--- src/rtl/msh_out_port_arb.sv ---
// msh_out_port_arb: round-robin, credit-gated output-port scheduler
// for one outgoing mesh direction of one plane.
//
// Ports:
//   mclk, i_reset_n            clock, async active-low reset
//   i_req_vld  [NUM_REQ]       per-source request valid
//   i_req_data [NUM_REQ*DATA_W] source k at [k*DATA_W +: DATA_W]
//   o_req_gnt  [NUM_REQ]       one-hot combinational grant
//   o_vld, o_data              registered winning message
//   i_crdt_rtn                 one downstream credit returned
//   o_crdt_cnt [CNT_W]         available credits
//   o_crdt_err                 sticky credit-overflow flag
// Optional (MSH_OUT_ARB_PERF_EN): o_stall_cnt [16], i_perf_clr.
module msh_out_port_arb #(
  parameter int NUM_REQ   = 5,
  parameter int DATA_W    = 64,
  parameter int MAX_CRDTS = 8,
  localparam int CNT_W    = $clog2(MAX_CRDTS + 1)
) (
  input  logic                      mclk,
  input  logic                      i_reset_n,
  input  logic [NUM_REQ-1:0]        i_req_vld,
  input  logic [NUM_REQ*DATA_W-1:0] i_req_data,
  output logic [NUM_REQ-1:0]        o_req_gnt,
  output logic                      o_vld,
  output logic [DATA_W-1:0]         o_data,
  input  logic                      i_crdt_rtn,
  output logic [CNT_W-1:0]          o_crdt_cnt,
  output logic                      o_crdt_err
`ifdef MSH_OUT_ARB_PERF_EN
  ,
  output logic [15:0]               o_stall_cnt,
  input  logic                      i_perf_clr
`endif
);

  localparam int PTR_W = (NUM_REQ > 1) ? $clog2(NUM_REQ) : 1;
  localparam logic [CNT_W-1:0] CNT_MAX = CNT_W'(MAX_CRDTS);
  localparam logic [PTR_W-1:0] LAST    = PTR_W'(NUM_REQ - 1);

  logic [PTR_W-1:0]  rr_ptr;
  logic [PTR_W-1:0]  win;
  logic [CNT_W-1:0]  cnt;
  logic              found;
  logic              gnt_any;
  logic [DATA_W-1:0] win_data;
  int                idx;

  // Scan from rr_ptr upward with wrap; first valid wins.
  // Reset low forces the grant off even before state clears.
  always_comb begin
    o_req_gnt = '0;
    win       = '0;
    found     = 1'b0;
    idx       = 0;
    for (int i = 0; i < NUM_REQ; i++) begin
      idx = (int'(rr_ptr) + i) % NUM_REQ;
      if (!found && i_req_vld[idx]) begin
        found = 1'b1;
        win   = PTR_W'(idx);
      end
    end
    gnt_any = found && (cnt != '0) && i_reset_n;
    if (gnt_any) o_req_gnt[win] = 1'b1;
    win_data = i_req_data[int'(win)*DATA_W +: DATA_W];
  end

  always_ff @(posedge mclk or negedge i_reset_n) begin
    if (!i_reset_n) begin
      rr_ptr     <= '0;
      o_vld      <= 1'b0;
      o_data     <= '0;
      cnt        <= CNT_MAX;
      o_crdt_err <= 1'b0;
    end else begin
      o_vld <= gnt_any;
      if (gnt_any) begin
        o_data <= win_data;
        rr_ptr <= (win == LAST) ? '0 : win + 1'b1;
      end
      // Grant and return together cancel out.
      unique case ({gnt_any, i_crdt_rtn})
        2'b10: cnt <= cnt - 1'b1;
        2'b01: begin
          if (cnt == CNT_MAX) o_crdt_err <= 1'b1;
          else                cnt <= cnt + 1'b1;
        end
        default: ;
      endcase
    end
  end

  assign o_crdt_cnt = cnt;

`ifdef MSH_OUT_ARB_PERF_EN
  always_ff @(posedge mclk or negedge i_reset_n) begin
    if (!i_reset_n) begin
      o_stall_cnt <= '0;
    end else if (i_perf_clr) begin
      o_stall_cnt <= '0;
    end else if ((|i_req_vld) && (cnt == '0)
                 && (o_stall_cnt != 16'hFFFF)) begin
      o_stall_cnt <= o_stall_cnt + 16'd1;
    end
  end
`endif

endmodule

--- config.mk ---
export PLATFORM = sky130hd
export DESIGN_NAME = msh_out_port_arb
export DESIGN_NICKNAME = d
export VERILOG_FILES = /design/src/rtl/msh_out_port_arb.sv
export SDC_FILE = /design/constraint.sdc
export NUM_CORES = 1
export LEC_CHECK = 0
export CAP_MARGIN = 20
export CORE_AREA = 2 2 156 158
export CTS_BUF_LIST = sky130_fd_sc_hd__clkbuf_4 sky130_fd_sc_hd__clkbuf_8
export DETAILED_ROUTE_END_ITERATION = 6
export DIE_AREA = 0 0 158 160
export GPL_TIMING_DRIVEN = 0
export PLACE_DENSITY = 0.68
export SLEW_MARGIN = 20
export SYNTH_ARGS = -nofsm -noshare
export SYNTH_HDL_FRONTEND = slang
export SYNTH_SLANG_ARGS = --single-unit
--- constraint.sdc ---
create_clock -name mclk -period 6.73 [get_ports mclk]
set_input_delay 0.673 -clock mclk [delete_from_list [all_inputs] [get_ports mclk]]
set_output_delay 0.673 -clock mclk [all_outputs]
set_load 0.05 [all_outputs]
==> results of run 1 <==
==> registers in the layout, indices dropped and copies added (netlist names) <==
name,flops
o_crdt_cnt,4
o_crdt_err,1
o_data,64
o_vld,1
rr_ptr,3
==> metal layers <==
metal,vias up,GRT usage [%]
li1,4688,-
met1,4859,39.8
met2,541,50.0
met3,98,6.51
met4,2,12.9
met5,-,0
==> timing repair <==
action,in CTS,in global routing
gates resized for setup,67,9
endpoints found under the setup margin,77,11
setup buffers,8,6
pin swaps,5,6
==> worst max path at each step <==
stage | depth (start not counted) | end | start
final | 25 | o_req_gnt[1] | rr_ptr[1]
after global routing | 25 | o_req_gnt[1] | rr_ptr[1]
after CTS | 26 | o_req_gnt[3] | rr_ptr[0]
after detailed placement | 25 | o_req_gnt[4] | rr_ptr[0]
after global placement | 25 | o_req_gnt[4] | rr_ptr[0]
after floorplan | 24 | o_req_gnt[4] | rr_ptr[0]
==> layout make-up <==
cell class | count | area [um^2] | share of cell area (%)
diodes | 6 | 15.0 | 0.120
plain buffers | 110 | 542 | 4.33
clock buffers | 12 | 159 | 1.27
clock inverters | 4 | 75.1 | 0.599
inverters | 16 | 66.3 | 0.529
multi-input cells | 816 | 5310 | 42.4
flip-flops and latches | 73 | 1830 | 14.6
well taps | 324 | 405 | 3.24
repair buffers | 415 | 4130 | 32.9
==> metrics by stage <==
| step | std cells | TNS (ns) | worst slack, ns | util (%) |
|---|---|---|---|---|
| floorplan | 1017 | 0 | 0.303 | - |
| global placement | 1741 | -44.89 | -1.82 | 50.3 |
| detailed placement | 1742 | -63.32 | -2.05 | 50.4 |
| CTS | 1765 | 0 | 0.00700 | 52.2 |
| global route | 1773 | 0 | 0.0211 | 52.6 |
| finish | 1776 | 0 | 0.342 | 52.6 |
==> cells in the final DEF, fill, tap and decap left out, types with 23 or more instances in the layout <==
cell	Yosys	layout
sky130_fd_sc_hd__nand3_1	134	134
sky130_fd_sc_hd__a21o_1	66	66
sky130_fd_sc_hd__nand2_1	84	83
sky130_fd_sc_hd__clkdlybuf4s50_1	0	394
sky130_fd_sc_hd__dfrtp_1	72	71
sky130_fd_sc_hd__nor2_1	84	84
sky130_fd_sc_hd__a41oi_1	64	64
sky130_fd_sc_hd__clkbuf_1	70	66
sky130_fd_sc_hd__buf_4	3	23
sky130_fd_sc_hd__a211o_1	64	64
sky130_fd_sc_hd__buf_2	30	25
sky130_fd_sc_hd__o21ai_1	41	41
sky130_fd_sc_hd__o21ai_0	99	99
==> worst max-delay path: cells and delay by family, from the launching register on <==
kind	cells	cell delay (ns)
AOI/OAI and AO/OA	3	0.74
buffers and inverters	8	1.47
xor gates and xnor gates	2	0.37
adders and majority gates	4	0.90
DFF	1	0.45
muxes	2	0.65
and+or+nand+nor	6	0.75
==> kinds of logic (layout without fill, tap and decap cells) <==
group	Yosys count	after routing	synth area share, %
other	0	6	0
xor gates and xnor gates	12	12	1.49
buffers and inverters	128	557	7.30
adders and majority gates	23	23	3.90
DFF	73	73	24.1
and+or+nand+nor	357	357	22.3
AOI/OAI and AO/OA	404	404	37.9
muxes	20	20	2.99
==> cell usage after synthesis (7+ instances only) <==
| library cell | number | area, um^2 |
|---|---|---|
| sky130_fd_sc_hd__a211o_1 | 64 | 561 |
| sky130_fd_sc_hd__a21o_1 | 66 | 495 |
| sky130_fd_sc_hd__a21oi_1 | 17 | 85.1 |
| sky130_fd_sc_hd__a41oi_1 | 64 | 561 |
| sky130_fd_sc_hd__and3_1 | 8 | 50.1 |
| sky130_fd_sc_hd__buf_2 | 30 | 150 |
| sky130_fd_sc_hd__clkbuf_1 | 70 | 263 |
| sky130_fd_sc_hd__dfrtp_1 | 72 | 1800 |
| sky130_fd_sc_hd__ha_1 | 22 | 275 |
| sky130_fd_sc_hd__inv_1 | 14 | 52.6 |
| sky130_fd_sc_hd__mux2_2 | 7 | 78.8 |
| sky130_fd_sc_hd__mux2i_1 | 11 | 110 |
| sky130_fd_sc_hd__nand2_1 | 84 | 315 |
| sky130_fd_sc_hd__nand2b_1 | 8 | 50.1 |
| sky130_fd_sc_hd__nand3_1 | 134 | 671 |
| sky130_fd_sc_hd__nor2_1 | 84 | 315 |
| sky130_fd_sc_hd__nor3_1 | 9 | 45.0 |
| sky130_fd_sc_hd__o21ai_0 | 99 | 495 |
| sky130_fd_sc_hd__o21ai_1 | 41 | 205 |
| sky130_fd_sc_hd__xnor2_1 | 8 | 70.1 |
==> summary.md, run 1 <==
For the layout net count, the log shows 1792. The classification of the worst-slack hold path was in -> async. Setup repair after global routing left no endpoint under its margin. The number of global-route vias before repair came out at 9944. For this design, the slowest cell found on the critical path is sky130_fd_sc_hd__dfrtp_1. On the final layout, the worst hold slack is 0.245 ns.

Along the worst path, the maximum fanout reaches 10. The number of enable-type register cells in the synthesized netlist is 0, and the largest net degree at the start of global routing is 45. After clock tree synthesis, the clock-pin slew on the worst setup and hold paths is 0.09 ns. The tool flagged a number of max-cap violations equal to 0.

Counting every sink on the clock net gives 73. After global routing the overflow that remains totals 0. In this run the cell area measured after placement is 12000 um^2. Routed length on met1: 16100 um. The post-detailed-route count of antenna-violating nets was 0; the fill cell total of the finished layout was 2349. Synthesized cell area: 7580 um^2.

Number of cells on the worst reg-to-reg path: 24. A synthesized cell averages 7.45 um^2. The number of pins with negative max-slew slack in the final report is 0, and the average vias per placed instance is 5.74.

In this run the critical register-to-register path is captured at o_data[41]. Summing the sequential cell areas from Yosys gives 24.1% of the chip area. The routed length on met3 came out at 3230 um.

Counting every instance in the synthesized netlist gives 1017. The die is 160 um tall. The number of nets in the synthesized netlist is 1368. Counting flops with an async set or reset pin after synthesis yields a share of 100%. The worst setup path is launched from a flop.

Among all flip-flop cells after synthesis, the most frequent one is sky130_fd_sc_hd__dfrtp_1. The portion of the clock cycle consumed by the worst path in the final layout was 94.9%; the number of vias in the routed layout was 10200. The count of buffers added on input and output ports is 400. The die outline width was 158 um. The uppermost metal layer occupied by signal nets is met5.

The worst clock skew was 0.0160 ns. In this run the critical register-to-register path is launched from rr_ptr[1]. Once the floorplan was initialized, standard cells occupied 31.8% of the core. The run gives 0 as the DRC violation count after routing.

The run gives 9 as the initial antenna violation count. The DRC marker count from the first detailed-route iteration is 868, and the arrival time at the worst endpoint is 5.72 ns. The H-tree generated during clock tree synthesis spans 3 levels. Yosys printed 0 warnings. Deepest clock path buffer count: 2.

The overall track demand over capacity in global routing was 30.9%; the fraction of layout instances using a drive strength above 1 was 8.58%. For this run, the detailed router's first-pass iteration total came to 6. The measured slew at the worst slew-check pin works out to 0.745 ns. The worst setup path is captured at an output pin.

The first global-routing pass estimated 59100 um of wire. The die covers 25300 um^2. CTS placed an instance of sky130_fd_sc_hd__clkbuf_8 at the clock tree root. The run gives 76 as the distinct cell type count of the synthesized netlist.

TritonCTS built the clock tree. For this run, the slowest stage of the critical path takes 0.45 ns. The final layout contains routed wiring with a total length of 40000 um. The floorplan has 57 rows. The post-synthesis sequential element count is 73, and the final non-filler cell area is 12500 um^2. Across all register-to-register paths, the minimum setup slack is 0.62 ns. The number of failing hold endpoints at the final stage is 0. The signed area change from the synthesized netlist to the final layout was 65.3%; the count of hold-fix buffers inserted at cts was 0. For this run, the top clock speed supported by timing is 157 MHz.

For the placed wire-length estimate after detailed placement, the log shows 31000 um. The logs give 0.936 for the final RePlAce weighted congestion and 50.3% for the worst slew margin relative to its limit. The endpoint required time on the critical path was 6.06 ns; the clock latency of the later-clocked register in the worst-skew pair was 0.38 ns.

Clock tree synthesis inserted a total of 9 buffers. The I/O pin total was 403. The worst setup path category is reg -> out. The run finished with clean final reports. The post-detailed-route wirelength per cell is 22.5 um, and the total length of routed met2 wires is 19000 um.

For the area of the core region, the log shows 23800 um^2. For the finished layout, the period the worst path requires is 6.39 ns. Setup violations remaining at the end of the flow were counted as 0.
Power of run 1 is not shown: default switching activity piles up to over one toggle a cycle in this logic, so the estimate is an artifact.
==> inputs of run 2 (changes only) <==
SLEW_MARGIN = 25   (was 20)
==> summary.md, run 2 (same netlist as run 1, synthesis figures left out) <==
The number of global-route vias before repair was 9850; the minimum setup slack among reg-to-reg paths was 0.53 ns. After detailed placement, the design holds a cell count of 1742. For the setup slack of the critical path after layout, the log shows 0.272 ns. The critical path buffer and inverter count is 9, and the overall die height is 160 um. The later pin in the worst-skew pair is clocked with a latency of 0.37 ns. The number of failing hold endpoints at the final stage came out at 0. The routed layout has 10100 vias. The tightest min-delay check is of the in -> async type. The tools report the capture instance of the worst register-to-register path as o_crdt_cnt[3].

For this run, the number of standard cells in the final layout without fillers is 1771. The tools report the total congestion overflow as 0. The H-tree was split into 3 levels. Setup repair after global routing left no endpoint under its margin. Setup violations remaining at the end of the flow were counted as 0. The core region is 23800 um^2. The final critical-path required period is 6.46 ns, and the layout net count is 1790. The tree is rooted in a sky130_fd_sc_hd__clkbuf_8. The largest net degree at the start of global routing was 45. The max capacitance violation total is 0. Setup total negative slack on the finished layout was measured at 0 ns. Number of optimization iterations in the first detailed-route pass: 6.

STA classifies the critical path startpoint as a flop. The detailed router finished its first iteration with 911 violations. After detailed routing, the number of vias per cell comes to 5.68. The register with the most flip-flops in the layout has 64 of them. The run finished with clean final reports. The longest clock path from root to sink contains 2 buffers. In the global route stage, overall resource usage came out at 30.6%. The critical path is of the reg -> out type.

Among all stages on the critical path, the largest delay is contributed by sky130_fd_sc_hd__dfrtp_2. The top cell types in the final layout, fill and taps aside, are sky130_fd_sc_hd__clkdlybuf4s50_1, sky130_fd_sc_hd__nand3_1, sky130_fd_sc_hd__o21ai_0, sky130_fd_sc_hd__nor2_1, sky130_fd_sc_hd__nand2_1. Register bank with the most flops: o_data.

The number of I/O port buffers was 400. The fraction of layout instances using a drive strength above 1 came out at 8.38%. The logs give 31.8% for the initial core utilization and 8 for the initial antenna violation count. The number of pins with negative max-slew slack in the final report was 0; the final RePlAce weighted congestion was 0.936. After clock tree synthesis, the clock-pin slew on the worst setup and hold paths is 0.09 ns. Arrival time at the worst endpoint: 5.79 ns. The first global-routing pass estimated 58600 um of wire. After detailed routing, the average wire length per cell comes to 22.5 um. The die covers 25300 um^2.

Counting the fill cells in the layout gives 2376. Among the stages of the critical path, the cell type that occurs most often is sky130_fd_sc_hd__buf_4. The start of the worst register-to-register path is rr_ptr[0].

On the final layout, the worst clock skew is 0.0158 ns. The aggregate routed wire length is 39800 um, and the signed area change from the synthesized netlist to the final layout is 64.6%. The tools report the worst slew margin relative to its limit as 49.8%.

The library cell used most frequently in the layout, excluding fill and tap cells, is sky130_fd_sc_hd__clkdlybuf4s50_1. In this run the count of I/O pins placed on the die edge is 403. Based on the critical path, the design can be clocked at up to 155 MHz. The tools report the worst setup timing slack at the placement stage as -2.02 ns. The measured slew at the worst slew-check pin works out to 0.753 ns. The DRC violation count after routing was 0. The tree built by TritonCTS fans out to 73 sinks. The wire-length estimate of the detail-placed layout is 30900 um.

The endpoint required time on the critical path was 6.06 ns; the peak fanout along the critical path was 19. Among cell families on the critical path, the largest total delay comes from buffers and inverters. The die outline width is 158 um. In this run, CTS created clock tree buffers numbering 9. The run gives 57 as the standard-cell row count. The kind of end point of the critical path was an output pin. The final critical path takes up 96.0% of the cycle.

For the worst flop-to-flop path, the logic depth is 30. The post-detailed-route count of antenna-violating nets came out at 0. TritonCTS built the clock tree. The count of hold-fix buffers inserted at cts was 0; the stage delay of the slowest cell on the critical path was 0.47 ns.
[run 2: cell type report]
| type | instances | area (um^2) | share of cell area, % |
|---|---|---|---|
| multi-input combinational | 816 | 5310 | 42.6 |
| timing repair buffer | 413 | 4120 | 33.0 |
| sequential | 73 | 1830 | 14.7 |
| buffer | 110 | 539 | 4.32 |
| tap | 324 | 405 | 3.25 |
| clock buffer | 13 | 160 | 1.28 |
| inverter | 16 | 66.3 | 0.532 |
| clock inverter | 3 | 40.0 | 0.321 |
| antenna | 3 | 7.51 | 0.0602 |
[run 2: how the worst max path moves through the flow]
stage               from           end  slack [ns]  depth (start not counted)
5_1_grt        rr_ptr[0]  o_req_gnt[0]      0.0007                         26
3_3_place_gp   rr_ptr[0]  o_req_gnt[4]       -1.82                         25
2_1_floorplan  rr_ptr[0]  o_req_gnt[4]        0.30                         24
6_report       rr_ptr[0]  o_req_gnt[4]        0.27                         25
4_1_cts        rr_ptr[1]  o_req_gnt[1]        0.12                         25
3_5_place_dp   rr_ptr[0]  o_req_gnt[4]       -2.02                         25
[run 2: what timing repair did]
action                                  CTS  global route
pin swaps                                 5             4
resized for setup                        67             9
endpoints found under the setup margin   77            10
buffers inserted                          6             6
[run 2: layer usage]
| layer | up-vias | part of all wire [%] | GRT usage (%) |
|---|---|---|---|
| met5 | - | 0.19 | 0 |
| met4 | 10 | 3.5 | 11.1 |
| met3 | 87 | 7.7 | 6.40 |
| met2 | 501 | 48 | 50.1 |
| met1 | 4797 | 41 | 39.8 |
| li1 | 4668 | - | - |
[run 2: per-stage QoR]
step           hold WS (ns)  utilization (%)  instance area (um^2)
2_1_floorplan         0.377                -                  7580
3_3_place_gp          0.479             50.3                 12000
3_5_place_dp          0.500             50.4                 12000
4_1_cts               0.181             52.0                 12400
5_1_grt               0.189             52.4                 12500
6_report              0.178             52.4                 12500
[run 2: worst register-to-register path, delay by kind of cell (launching register included)]
kind,cells,cell delay (ns)
AOI/OAI and AO/OA,8,1.54
buffers and inverters,9,1.37
and+or+nand+nor,7,1.28
adders and majority gates,5,1.27
DFF,1,0.47
xor gates and xnor gates,1,0.20
Power of run 2 is left out for the same reason.
